$ cat src/rtl/seg_link_pkg.sv
// rtl/seg_link_pkg.sv - shared constants and FSM state type for the seven-segment serial link
package seg_link_pkg;

  localparam int FRAME_BITS   = 96;
  localparam int BRIGHT_BITS  = 8;
  localparam int RED_OFS      = 16;
  localparam int GRN_OFS      = 8;
  localparam int ANODE_OFS    = 0;
  localparam int DIGIT_STRIDE = 24;

  typedef enum logic [2:0] {
    ST_IDLE,
    ST_LOW,
    ST_HIGH,
    ST_STROBE,
    ST_END
  } state_e;

endpackage

$ cat src/rtl/seg_frame_pack.sv
// rtl/seg_frame_pack.sv - packs per-digit red/green/anode enables into the 96-bit frame word
module seg_frame_pack
  import seg_link_pkg::*;
(
  input  logic [27:0]           red_i,
  input  logic [27:0]           grn_i,
  input  logic [23:0]           anode_i,
  output logic [FRAME_BITS-1:0] frame_o
);

  // Digit 1 occupies the lowest 24 bits; unused pad bits stay zero.
  always_comb begin
    frame_o = '0;
    for (int d = 0; d < 4; d++) begin
      frame_o[d*DIGIT_STRIDE + RED_OFS   +: 7] = red_i[d*7 +: 7];
      frame_o[d*DIGIT_STRIDE + GRN_OFS   +: 7] = grn_i[d*7 +: 7];
      frame_o[d*DIGIT_STRIDE + ANODE_OFS +: 6] = anode_i[d*6 +: 6];
    end
  end

endmodule

$ cat src/rtl/seg_frame_tx.sv
// rtl/seg_frame_tx.sv - serializes a display frame or brightness byte, then strobes latch or pwm
module seg_frame_tx
  import seg_link_pkg::*;
#(
  parameter int DIV        = 4,
  parameter int STROBE_LEN = 4
) (
  input  logic        clk,
  input  logic        rst,
  input  logic [27:0] red_in,
  input  logic [27:0] grn_in,
  input  logic [23:0] anode_in,
  input  logic [7:0]  bright_in,
  input  logic        req_frame,
  input  logic        req_bright,
  output logic        busy,
  output logic        done,
  output logic        ser_clk,
  output logic        ser_data,
  output logic        latch,
  output logic        pwm
);

  localparam logic [7:0] DIV_LAST    = 8'(DIV - 1);
  localparam logic [7:0] STROBE_LAST = 8'(STROBE_LEN);
  localparam logic [6:0] FRAME_TOP   = 7'(FRAME_BITS - 1);
  localparam logic [6:0] BRIGHT_TOP  = 7'(BRIGHT_BITS - 1);

  state_e                state_q;
  logic [FRAME_BITS-1:0] shift_q;
  logic [FRAME_BITS-1:0] frame_word;
  logic [6:0]            bit_q;
  logic [7:0]            div_q;
  logic                  is_frame_q;
  logic                  pend_frame_q, pend_bright_q;
  logic                  pend_frame_d, pend_bright_d;
  logic                  busy_q, done_q, ser_clk_q, ser_data_q, latch_q, pwm_q;
  logic                  can_start, start_frame, start_bright;

  seg_frame_pack u_pack (
    .red_i   (red_in),
    .grn_i   (grn_in),
    .anode_i (anode_in),
    .frame_o (frame_word)
  );

  // END doubles as a start point so a pending job follows with a single idle cycle.
  assign can_start    = (state_q == ST_IDLE) || (state_q == ST_END);
  assign start_frame  = can_start && pend_frame_q;
  assign start_bright = can_start && !pend_frame_q && pend_bright_q;

  always_comb begin
    pend_frame_d  = (pend_frame_q && !start_frame) || req_frame;
    pend_bright_d = (pend_bright_q && !start_bright) || req_bright;
  end

  always_ff @(posedge clk or posedge rst) begin
    if (rst) begin
      state_q       <= ST_IDLE;
      shift_q       <= '0;
      bit_q         <= '0;
      div_q         <= '0;
      is_frame_q    <= 1'b0;
      pend_frame_q  <= 1'b0;
      pend_bright_q <= 1'b0;
      busy_q        <= 1'b0;
      done_q        <= 1'b0;
      ser_clk_q     <= 1'b0;
      ser_data_q    <= 1'b0;
      latch_q       <= 1'b0;
      pwm_q         <= 1'b0;
    end else begin
      pend_frame_q  <= pend_frame_d;
      pend_bright_q <= pend_bright_d;
      done_q        <= 1'b0;
      case (state_q)
        ST_IDLE, ST_END: begin
          if (start_frame || start_bright) begin
            state_q    <= ST_LOW;
            busy_q     <= 1'b1;
            div_q      <= '0;
            ser_clk_q  <= 1'b0;
            is_frame_q <= start_frame;
            shift_q    <= start_frame ? frame_word
                                      : {bright_in, {(FRAME_BITS-BRIGHT_BITS){1'b0}}};
            ser_data_q <= start_frame ? frame_word[FRAME_BITS-1] : bright_in[7];
            bit_q      <= start_frame ? FRAME_TOP : BRIGHT_TOP;
          end else begin
            state_q <= ST_IDLE;
          end
        end
        ST_LOW: begin
          if (div_q == DIV_LAST) begin
            state_q   <= ST_HIGH;
            ser_clk_q <= 1'b1;
            div_q     <= '0;
          end else begin
            div_q <= div_q + 8'd1;
          end
        end
        ST_HIGH: begin
          if (div_q == DIV_LAST) begin
            ser_clk_q <= 1'b0;
            div_q     <= '0;
            if (bit_q != '0) begin
              state_q    <= ST_LOW;
              bit_q      <= bit_q - 7'd1;
              shift_q    <= shift_q << 1;
              ser_data_q <= shift_q[FRAME_BITS-2];
            end else begin
              state_q    <= ST_STROBE;
              ser_data_q <= 1'b0;
            end
          end else begin
            div_q <= div_q + 8'd1;
          end
        end
        ST_STROBE: begin
          // First STROBE cycle keeps the strobe low so it rises after the final ser_clk fall.
          if (div_q == STROBE_LAST) begin
            state_q <= ST_END;
            latch_q <= 1'b0;
            pwm_q   <= 1'b0;
            busy_q  <= 1'b0;
            done_q  <= 1'b1;
            div_q   <= '0;
          end else begin
            latch_q <= is_frame_q;
            pwm_q   <= !is_frame_q;
            div_q   <= div_q + 8'd1;
          end
        end
        default: state_q <= ST_IDLE;
      endcase
    end
  end

  assign busy     = busy_q;
  assign done     = done_q;
  assign ser_clk  = ser_clk_q;
  assign ser_data = ser_data_q;
  assign latch    = latch_q;
  assign pwm      = pwm_q;

endmodule

$ cat config.mk
export PLATFORM = sky130hd
export DESIGN_NAME = seg_frame_tx
export DESIGN_NICKNAME = d
export VERILOG_FILES = /design/src/rtl/seg_link_pkg.sv /design/src/rtl/seg_frame_pack.sv /design/src/rtl/seg_frame_tx.sv
export SDC_FILE = /design/constraint.sdc
export NUM_CORES = 1
export LEC_CHECK = 0
export ABC_AREA = 1
export ABC_CLOCK_PERIOD_IN_PS = 3000
export BUFFER_PORTS_ARGS = -buffer_cell sky130_fd_sc_hd__buf_4
export CORE_UTILIZATION = 50
export CTS_CLUSTER_SIZE = 10
export DETAILED_ROUTE_END_ITERATION = 6
export GPL_ROUTABILITY_DRIVEN = 0
export PLACE_DENSITY_LB_ADDON = 0.05
export SKIP_CTS_REPAIR_TIMING = 1
export SLEW_MARGIN = 10
export SYNTH_ARGS = -nofsm -noshare
export SYNTH_HDL_FRONTEND = slang
export SYNTH_SLANG_ARGS = --single-unit
$ cat constraint.sdc
create_clock -name clk -period 3 [get_ports clk]
set_input_delay 0 -clock clk [delete_from_list [all_inputs] [get_ports clk]]
set_output_delay 0 -clock clk [all_outputs]
set_load 0.02 [all_outputs]
== Yosys cells after proc, flatten, opt, wreduce, memory -nomap -nowiden ==
Index checks and enable logic that the tools add are counted.

* Output and inout port bits: 6
* Word-level logic and storage cells: 90
* Flip-flop bits (word level): 122
* Input port bits: 92

* Add/sub/neg operators: 2
* Eq/ne operators: 11
* Reductions and logical operators: 28
* Multiplexer cells: 36

{| class="wikitable"
|+ Operators with widths
! cell !! count
|-
| two-way mux 95 bit || 4
|-
| case mux 95 bit (2 select lines) || 1
|-
| two-way mux 7 bit || 4
|-
| two-way mux 8 bit || 3
|-
| case mux 8 bit (3 select lines) || 1
|-
| two-way mux 1 bit || 14
|-
| case mux 7 bit (2 select lines) || 1
|-
| case mux 3 bit (4 select lines) || 1
|-
| != test 2 bit (second input constant) || 5
|-
| two-way mux 3 bit || 3
|-
| AND reduction 3 bit || 3
|-
| adder 8 x 1 -> 8 bit (second input constant) || 1
|-
| == test 8 x 2 -> 1 bit (second input constant) || 1
|-
| == test 8 x 3 -> 1 bit (second input constant) || 1
|-
| AND reduction 4 bit || 2
|-
| nonzero test 7 bit || 1
|-
| subtractor 7 x 1 -> 7 bit (second input constant) || 1
|-
| == test 3 x 2 -> 1 bit (second input constant) || 2
|-
| nonzero test 3 bit || 2
|-
| logical AND 1 bit || 5
|-
| zero test 1 bit || 4
|-
| logical OR 1 bit || 4
|-
| case mux 1 bit (2 select lines) || 2
|-
| AND reduction 2 bit || 2
|-
| other kinds (7) || 9
|}

== Logic depth before layout (Yosys ltp) ==
Gate-level depths: netlist (run 1).

* Depth in word-level cells: 7
* Gate-level depth with buffers: 12
* Mapped depth without buffers: 10

== Modules after synthesis ==
A second synthesis (run 1) with hierarchy kept.

* Cells, all modules: 1,030
* Area, all modules: 7,144.4 um^2

{| class="wikitable"
|+ By module, submodules not included
! module !! instances !! cells each !! area each (um^2) !! seq. area each (um^2)
|-
| seg_frame_tx || 1 || 933 || 6,419.9 || 3,052.9
|-
| seg_frame_pack || 1 || 97 || 724.4 || 0.0
|}

== Worst setup path before layout (run 1) ==
OpenSTA, ideal clock, no wires.

* Path type: register -> register
* From: register bit_q[0]
* To: register bit_q[1]
* Data arrival time: 1,520 ps
* Stages on the path, launching flop included: 13
* Path buffers: 2
* Slack: 1,416 ps
* Required time: 2,935 ps
* Path through: dfrtp_1 > inv_1 > ha_1 > inv_1 > nor2_1 > nand3_2 > nor2_4 > inv_1 > nand3_2 > buf_4 > buf_2 > nand2_1 > nand2_1

* Longest elaborated chain between the ends: 4

{| class="wikitable"
|+ Ends and longest elaborated chain
! what !! RTL line !! text
|-
| start: declaration || seg_frame_tx.sv:32 || <nowiki>logic [6:0] bit_q;</nowiki>
|-
| start signal: assignment || seg_frame_tx.sv:87 || <nowiki>bit_q <= start_frame ? FRAME_TOP : BRIGHT_TOP;</nowiki>
|-
| start signal: assignment || seg_frame_tx.sv:107 || <nowiki>bit_q <= bit_q - 7'd1;</nowiki>
|-
| subtractor 7 x 1 -> 7 bit || seg_frame_tx.sv:107 ||
|-
| two-way mux 7 bit || seg_frame_tx.sv:105 || <nowiki>if (bit_q != '0) begin</nowiki>
|-
| two-way mux 7 bit || seg_frame_tx.sv:102 || <nowiki>if (div_q == DIV_LAST) begin</nowiki>
|-
| case mux 7 bit (2 select lines) || seg_frame_tx.sv:76 || <nowiki>case (state_q)</nowiki>
|}

Parallel ways exist; a longest one is shown, timed or not. The select of a mux whose other input is x is not followed.
A chain may end at the register's enable or synchronous reset.

== Worst setup path in the final report (run 1) ==
* From: register state_q[2]
* To: register bit_q[4]

* Longest elaborated chain between the ends: 7

{| class="wikitable"
|+ Ends and longest elaborated chain
! what !! RTL line !! text
|-
| start: declaration || seg_frame_tx.sv:29 || <nowiki>state_e state_q;</nowiki>
|-
| start signal: assignment || seg_frame_tx.sv:59 || <nowiki>state_q <= ST_IDLE;</nowiki>
|-
| start signal: assignment || seg_frame_tx.sv:79 || <nowiki>state_q <= ST_LOW;</nowiki>
|-
| start signal: assignment || seg_frame_tx.sv:89 || <nowiki>state_q <= ST_IDLE;</nowiki>
|-
| == test 3 bit or zero test 3 bit (tied branches) || seg_frame_tx.sv:48, seg_frame_tx.sv:76 ||
|-
| logical OR 1 bit || seg_frame_tx.sv:48 || <nowiki>assign can_start = (state_q == ST_IDLE) || (state_q == ST_END);</nowiki>
|-
| logical AND 1 bit (2 in series) || seg_frame_tx.sv:50 || <nowiki>assign start_bright = can_start && !pend_frame_q && pend_bright_q;</nowiki>
|-
| logical OR 1 bit || seg_frame_tx.sv:78 || <nowiki>if (start_frame || start_bright) begin</nowiki>
|-
| != test 2 bit (no source line) || -- ||
|-
| AND reduction 4 bit (no source line) || -- ||
|}

Parallel ways exist; a longest one is shown, timed or not. The select of a mux whose other input is x is not followed.

==> results of run 1 <==
## report_power, final
part	switching (mW)	internal, mW
sequential	0.0318	1.70
combinational	0.110	0.177
clock	0.725	1.49
## registers in the layout, indices dropped and copies added, names as in the netlist, 3 cells and up
register  count
div_q         8
state_q       3
bit_q         7
shift_q      95
## layout by cell type (no fill, tap or decap), drive strengths merged
| cell type | instances |
|---|---|
| xor2 | 2 |
| nand2 | 589 |
| clkbuf | 19 |
| ha | 4 |
| buf | 110 |
| o21ai | 16 |
| nand3 | 18 |
| dfrtp | 122 |
| o211ai | 10 |
| a21o | 1 |
| a21oi | 2 |
| nand4 | 4 |
| inv | 48 |
| bufinv | 5 |
| dlygate4sd3 | 81 |
| xnor2 | 2 |
| nor2 | 34 |
| nor3 | 3 |
| clkinvlp | 3 |
| clkinv | 6 |
| o21bai | 4 |
## cell type report
cell class / instances / area, µm² / area share, %
clock buffers: 19 / 443 / 5.17
repair buffers: 191 / 1660 / 19.4
flip-flops and latches: 122 / 3050 / 35.7
inverters: 49 / 188 / 2.19
well taps: 168 / 210 / 2.46
multi-input cells: 689 / 2810 / 32.8
clock inverters: 13 / 199 / 2.32
## final timing paths
check / start / end / slack, ns
worst max-delay path: state_q[2] / bit_q[4] / 0.78
worst min-delay path: red_in[22] / shift_q[89] / 0.005
worst max register to register: state_q[2] / bit_q[4] / 0.78
max in group asynchronous: rst / shift_q[46] / 1.78
worst min register to register: is_frame_q / pwm / 0.46
min in group asynchronous: rst / shift_q[67] / 0.31
## per-stage QoR
| stage | cells | total power, mW | setup slack, ns | area (µm²) | hold WS [ns] |
|---|---|---|---|---|---|
| 2_1_floorplan | 904 | 1.84 | 1.42 | 6310 | 0.0923 |
| 3_3_place_gp | 1138 | 1.96 | 0.858 | 7110 | 0.191 |
| 3_5_place_dp | 1138 | 1.96 | 0.798 | 7110 | 0.199 |
| 4_1_cts | 1170 | 4.19 | 0.767 | 7750 | -0.236 |
| 5_1_grt | 1251 | 4.38 | 0.510 | 8560 | 0.0496 |
| 6_report | 1251 | 4.23 | 0.775 | 8560 | 0.00484 |
## cells by family (layout without fill, tap and decap cells)
kind of cell	after synthesis	after routing	synth area share, %
flops	122	122	48.4
fa+ha+maj	4	4	0.794
simple gates	648	648	39.7
buf+inv	93	272	7.21
xor+xnor	4	4	0.556
compound gates	33	33	3.28
## metal layers
layer  GRT usage (%)  wire, µm  part of all wire (%)  up-vias
met1            29.8      6970                    46     2778
met4            7.45       212                   1.4        0
met5               0         0                     0        -
met2            39.4      7450                    49      134
met3            5.93       500                   3.3       21
li1                -         -                     -     3048
## tightest hold or removal path, delay by kind of cell
family | cells | cell delay (ns)
buf+inv | 1 | 0.08
simple gates | 3 | 0.18
compound gates | 1 | 0.12
==> flow_summary.ini, run 1 <==
[run_status]
status = completed

[global_routing]
grt_pass1_vias = 5288
grt_max_degree = 88
antenna_found_initial = 0
grt_pass1_wl_mm = 24.1
grtUsageTotal_pct = 23.5
gr-total-overflow = 0

[critical_path]
end_kind = flip-flop
path_cells = inv_1 -> nand3_2 -> inv_2 -> buf_4 -> nand2_1 -> o21ai_0 -> nand2_1 -> nand2_1
start_kind = flip-flop
r2r_cells = 8
cpLargestDelayFamily = buffers and inverters
path_depth = 8
critPathKind = flip-flop to flip-flop
cp.arrival_ns = 2.57
cpMostUsedCell = nand2_1
crit_path_max_incr_delay_ns = 0.70
crit_buf_inv = 3
required_ns = 3.35
worstPathMaxFanout = 86
slowest_stage = buf_4

[clock_network]
cts_tree = built
clock-sinks = 122
cts.clk_slew.worst_paths_ns = 0.06
numCtsBuffers = 17
root_buffer = clkbuf_16
h-tree-depth = 4
insertion_delay_ns = 0.41
cts_buffer_depth = 2

[cells_and_area]
fillers = 990
n_antenna_cell = 0
syn2layout_area_growth_pct = 35.9
nNetsFinal = 1166
drive_gt1_share_pct = 14.2
utilization_pct = 70.4

[detailed_routing]
drt-total-wl_mm = 15.1
drc = 0
vias = 5981
drt_iter0_drc = 490
post_drt_wl_per_cell_um = 12.1
drt-pass1-iter-count = 7
antenna_left = 0
viasPerCell = 4.78

[synthesis]
synth_edf_count = 0
synth_top_cells_by_count = 588 x nand2_1, 122 x dfrtp_1, 46 x inv_1
synth_top_area_share_pct = 48.4
syn_area_um2 = 6300
yosysMostFrequentCell = nand2_1
ys_types = 28
ys_seq_elements = 122
ys.warnings.count = 0
synth_flop_cell = dfrtp_1
synthCells = 904
async_flop_share_pct = 100
syn-num-nets = 1000
yosysTopAreaCell = dfrtp_1
synth_seq_area_share_pct = 48.4
synth.area.top_cells = dfrtp_1 48%, nand2_1 35%, inv_1 2.7%
syn_area_per_cell_um2 = 6.97

[timing]
finalMaxSlewViolations = 0
period_minus_slack_ns = 2.22
post-route-period-util_pct = 74.2
tightest_slew_ns = 0.907
fin_tns_setup_ns = 0
rsz0062_at_grt = false
hold_viol_final = 0
finalSetupViolations = 0
relSlewSlack_pct = 39.6
fin_skew_ns = 0.00712
max_freq_mhz = 450

[floorplan]
initial_core_util_pct = 51.8
die-area_um2 = 13100
die_h_um = 114
row_count = 40
coreArea_um2 = 12200
fp.dieW_um = 114
io-pin-count = 98

[power_and_ir_drop]
peakVddDrop_v = 0.000334
p_leak_nw = 4.70
cellPowerDensity_nw_per_um2 = 495

[min_path]
min_path_cells = 5
hold_class = input port to flip-flop

[placed_design]
portBuffers = 97
dp_hpwl_mm = 8.99

[job]
cap_violations = 0
(Power assumes the default switching activity.)
==> run 2: changes to the inputs <==
--- a/config.mk
+++ b/config.mk
@@ -5,8 +5,8 @@
 export SDC_FILE = /design/constraint.sdc
 export NUM_CORES = 1
 export LEC_CHECK = 0
-export ABC_AREA = 1
-export ABC_CLOCK_PERIOD_IN_PS = 3000
+export ABC_AREA = 0
+export ABC_CLOCK_PERIOD_IN_PS = 2100
 export BUFFER_PORTS_ARGS = -buffer_cell sky130_fd_sc_hd__buf_4
 export CORE_UTILIZATION = 50
 export CTS_CLUSTER_SIZE = 10
==> constraint.sdc (replaced) <==
create_clock -name clk -period 2.1 [get_ports clk]
set_input_delay 0 -clock clk [delete_from_list [all_inputs] [get_ports clk]]
set_output_delay 0 -clock clk [all_outputs]
set_load 0.02 [all_outputs]
==> run 2 against run 1 <==
Net effect:
- total power grew 31%
- clock-buffer cell count grew 6
- largest cell class unchanged
- die area decreased by 0.57%
- sequential share of layout area shrank 1.3 points
- synthesized cell count decreased by 47%
- routed wire length fell by 7.8%
- sequential power is 44% higher
- critical endpoint is now shift_q[10]
- core utilization up 2.9 points
- the flow now finishes with violations (negative setup slack)
==> flow_summary.ini, run 2 <==
[synthesis]
syn_area_um2 = 6270
synth.area.top_cells = dfrtp_1 49%, mux2_4 19%, a22o_1 13%
yosysTopAreaCell = dfrtp_1
syn_area_per_cell_um2 = 13.1
synth_top_area_share_pct = 48.7
async_flop_share_pct = 100
ys_seq_elements = 122
ys_types = 50
yosysMostFrequentCell = dfrtp_1
synth_seq_area_share_pct = 48.7
syn-num-nets = 575
synth_top_cells_by_count = 122 x dfrtp_1, 93 x a22o_1, 79 x mux2_4
synth_flop_cell = dfrtp_1
synthCells = 479
synth_edf_count = 0
ys.warnings.count = 0

[floorplan]
fp.dieW_um = 114
die-area_um2 = 13000
coreArea_um2 = 12100
initial_core_util_pct = 51.7
io-pin-count = 98
row_count = 40
die_h_um = 114

[cells_and_area]
multi_input_area_um2 = 2990
n_antenna_cell = 0
drive_gt1_share_pct = 38.5
syn2layout_area_growth_pct = 41.6
nNetsFinal = 784
final_cell_mix = 134 x buf_4, 122 x dfrtp_1, 92 x a22o_1
fillers = 814
final_area_um2 = 8870
reg_top3 = shift_q (95), div_q (8), bit_q (7)
largest-register = shift_q
seq_area_um2 = 3050
largest_register_ffs = 95
final_common_cell = buf_4

[detailed_routing]
post_drt_wl_per_cell_um = 16.1
antenna_left = 0
viasPerCell = 5.37
drt-pass1-iter-count = 4
drt_iter0_drc = 198
drt-total-wl_mm = 14.0
drc = 0
vias = 4642

[timing]
setup_slack_ns = -0.0313
fin_tns_setup_ns = -0.783
finalSetupViolations = 60
relSlewSlack_pct = 57.7
max_freq_mhz = 469
period_minus_slack_ns = 2.13
rsz0062_at_grt = true
tightest_slew_ns = 0.634
fin_skew_ns = 0.00733
hold_viol_final = 0
finalMaxSlewViolations = 0
post-route-period-util_pct = 101

[global_routing]
antenna_found_initial = 0
grtUsageTotal_pct = 21.9
grt_pass1_wl_mm = 22.2
gr-total-overflow = 0
grt_max_degree = 123
grt_pass1_vias = 4486

[clock_network]
root_buffer = clkbuf_16
cts_tree = built
h-tree-depth = 4
cts_buffer_depth = 2
numCtsBuffers = 17
cts.clk_slew.worst_paths_ns = 0.05
insertion_delay_ns = 0.40
clock-sinks = 122

[job]
cap_violations = 0

[critical_path]
end_kind = flip-flop
r2r_end = shift_q[10]
r2r_cells = 8
endpoint = shift_q[10]
critPathKind = flip-flop to flip-flop
worstPathMaxFanout = 15
crit_path_start = bit_q[0]
required_ns = 2.38
rrSetupSlack_ns = -0.03
cp.arrival_ns = 2.41
start_kind = flip-flop
rr_startpoint = bit_q[0]

[power_and_ir_drop]
peakVddDrop_v = 0.000520
p_total_mw = 5.55
p_leak_nw = 4.12
cellPowerDensity_nw_per_um2 = 626

[min_path]
min_path_cells = 4
hold_class = input port to flip-flop

[placed_design]
dp_hpwl_mm = 8.50
dpl_worst_slack_ns = -0.0262
placed_cell_area_um2 = 7460
portBuffers = 97

[run_status]
status = finished, violations left
violations = negative setup slack
==> run 2: cell families (layout without fill, tap and decap cells) <==
family | after synthesis | in the layout | share of synthesized area [%]
compound gates | 143 | 143 | 18.7
buf+inv | 47 | 265 | 4.05
mux | 89 | 89 | 20.5
fa+ha+maj | 4 | 4 | 0.799
simple gates | 74 | 74 | 7.17
flops | 122 | 122 | 48.7
==> run 2: routing by layer <==
layer	vias to the layer above	global-route usage, %	part of all wire (%)
met5	-	0	0
met2	86	33.3	49
li1	2235	-	-
met3	10	6.38	3.4
met1	2311	30.6	47
met4	0	6.41	0.95
==> run 2: power breakdown <==
part / leakage, nW / switching, mW / total (mW) / internal (mW)
combinational: 2.27 / 0.124 / 0.422 / 0.298
clock: 0.265 / 0.925 / 2.64 / 1.72
sequential: 1.59 / 0.0523 / 2.49 / 2.43
==> run 2: per-stage QoR <==
step / instances / util [%] / hold slack, ns
after CTS: 781 / 66.0 / -0.234
after global routing: 865 / 73.3 / 0.0506
after floorplan: 479 / - / 0.0923
final: 865 / 73.3 / 0.0464
after global placement: 753 / 61.6 / 0.184
after detailed placement: 753 / 61.6 / 0.189
==> run 2: cell type report <==
class | count | area share (%)
timing repair buffer | 225 | 23.0
sequential | 122 | 34.4
tap | 168 | 2.37
clock inverter | 3 | 0.451
multi-input combinational | 310 | 33.7
clock buffer | 25 | 5.58
inverter | 12 | 0.550
==> run 2: worst min-delay path by stage <==
stage / startpoint / to / slack [ns]
floorplan: req_frame / pend_frame_q / 0.09
global placement: req_frame / pend_frame_q / 0.18
detailed placement: req_frame / pend_frame_q / 0.19
CTS: req_frame / pend_frame_q / -0.23
global route: red_in[15] / shift_q[65] / 0.05
finish: bright_in[0] / shift_q[88] / 0.05
==> run 2: critical path, stage by stage (launching register included) <==
cell and delay (ns):
dfrtp_1 0.38, inv_2 0.07, ha_1 0.13, or4b_4 0.48, nor3_4 0.20, a22oi_4 0.10
buf_12 0.18, buf_12 0.16, mux2_4 0.31
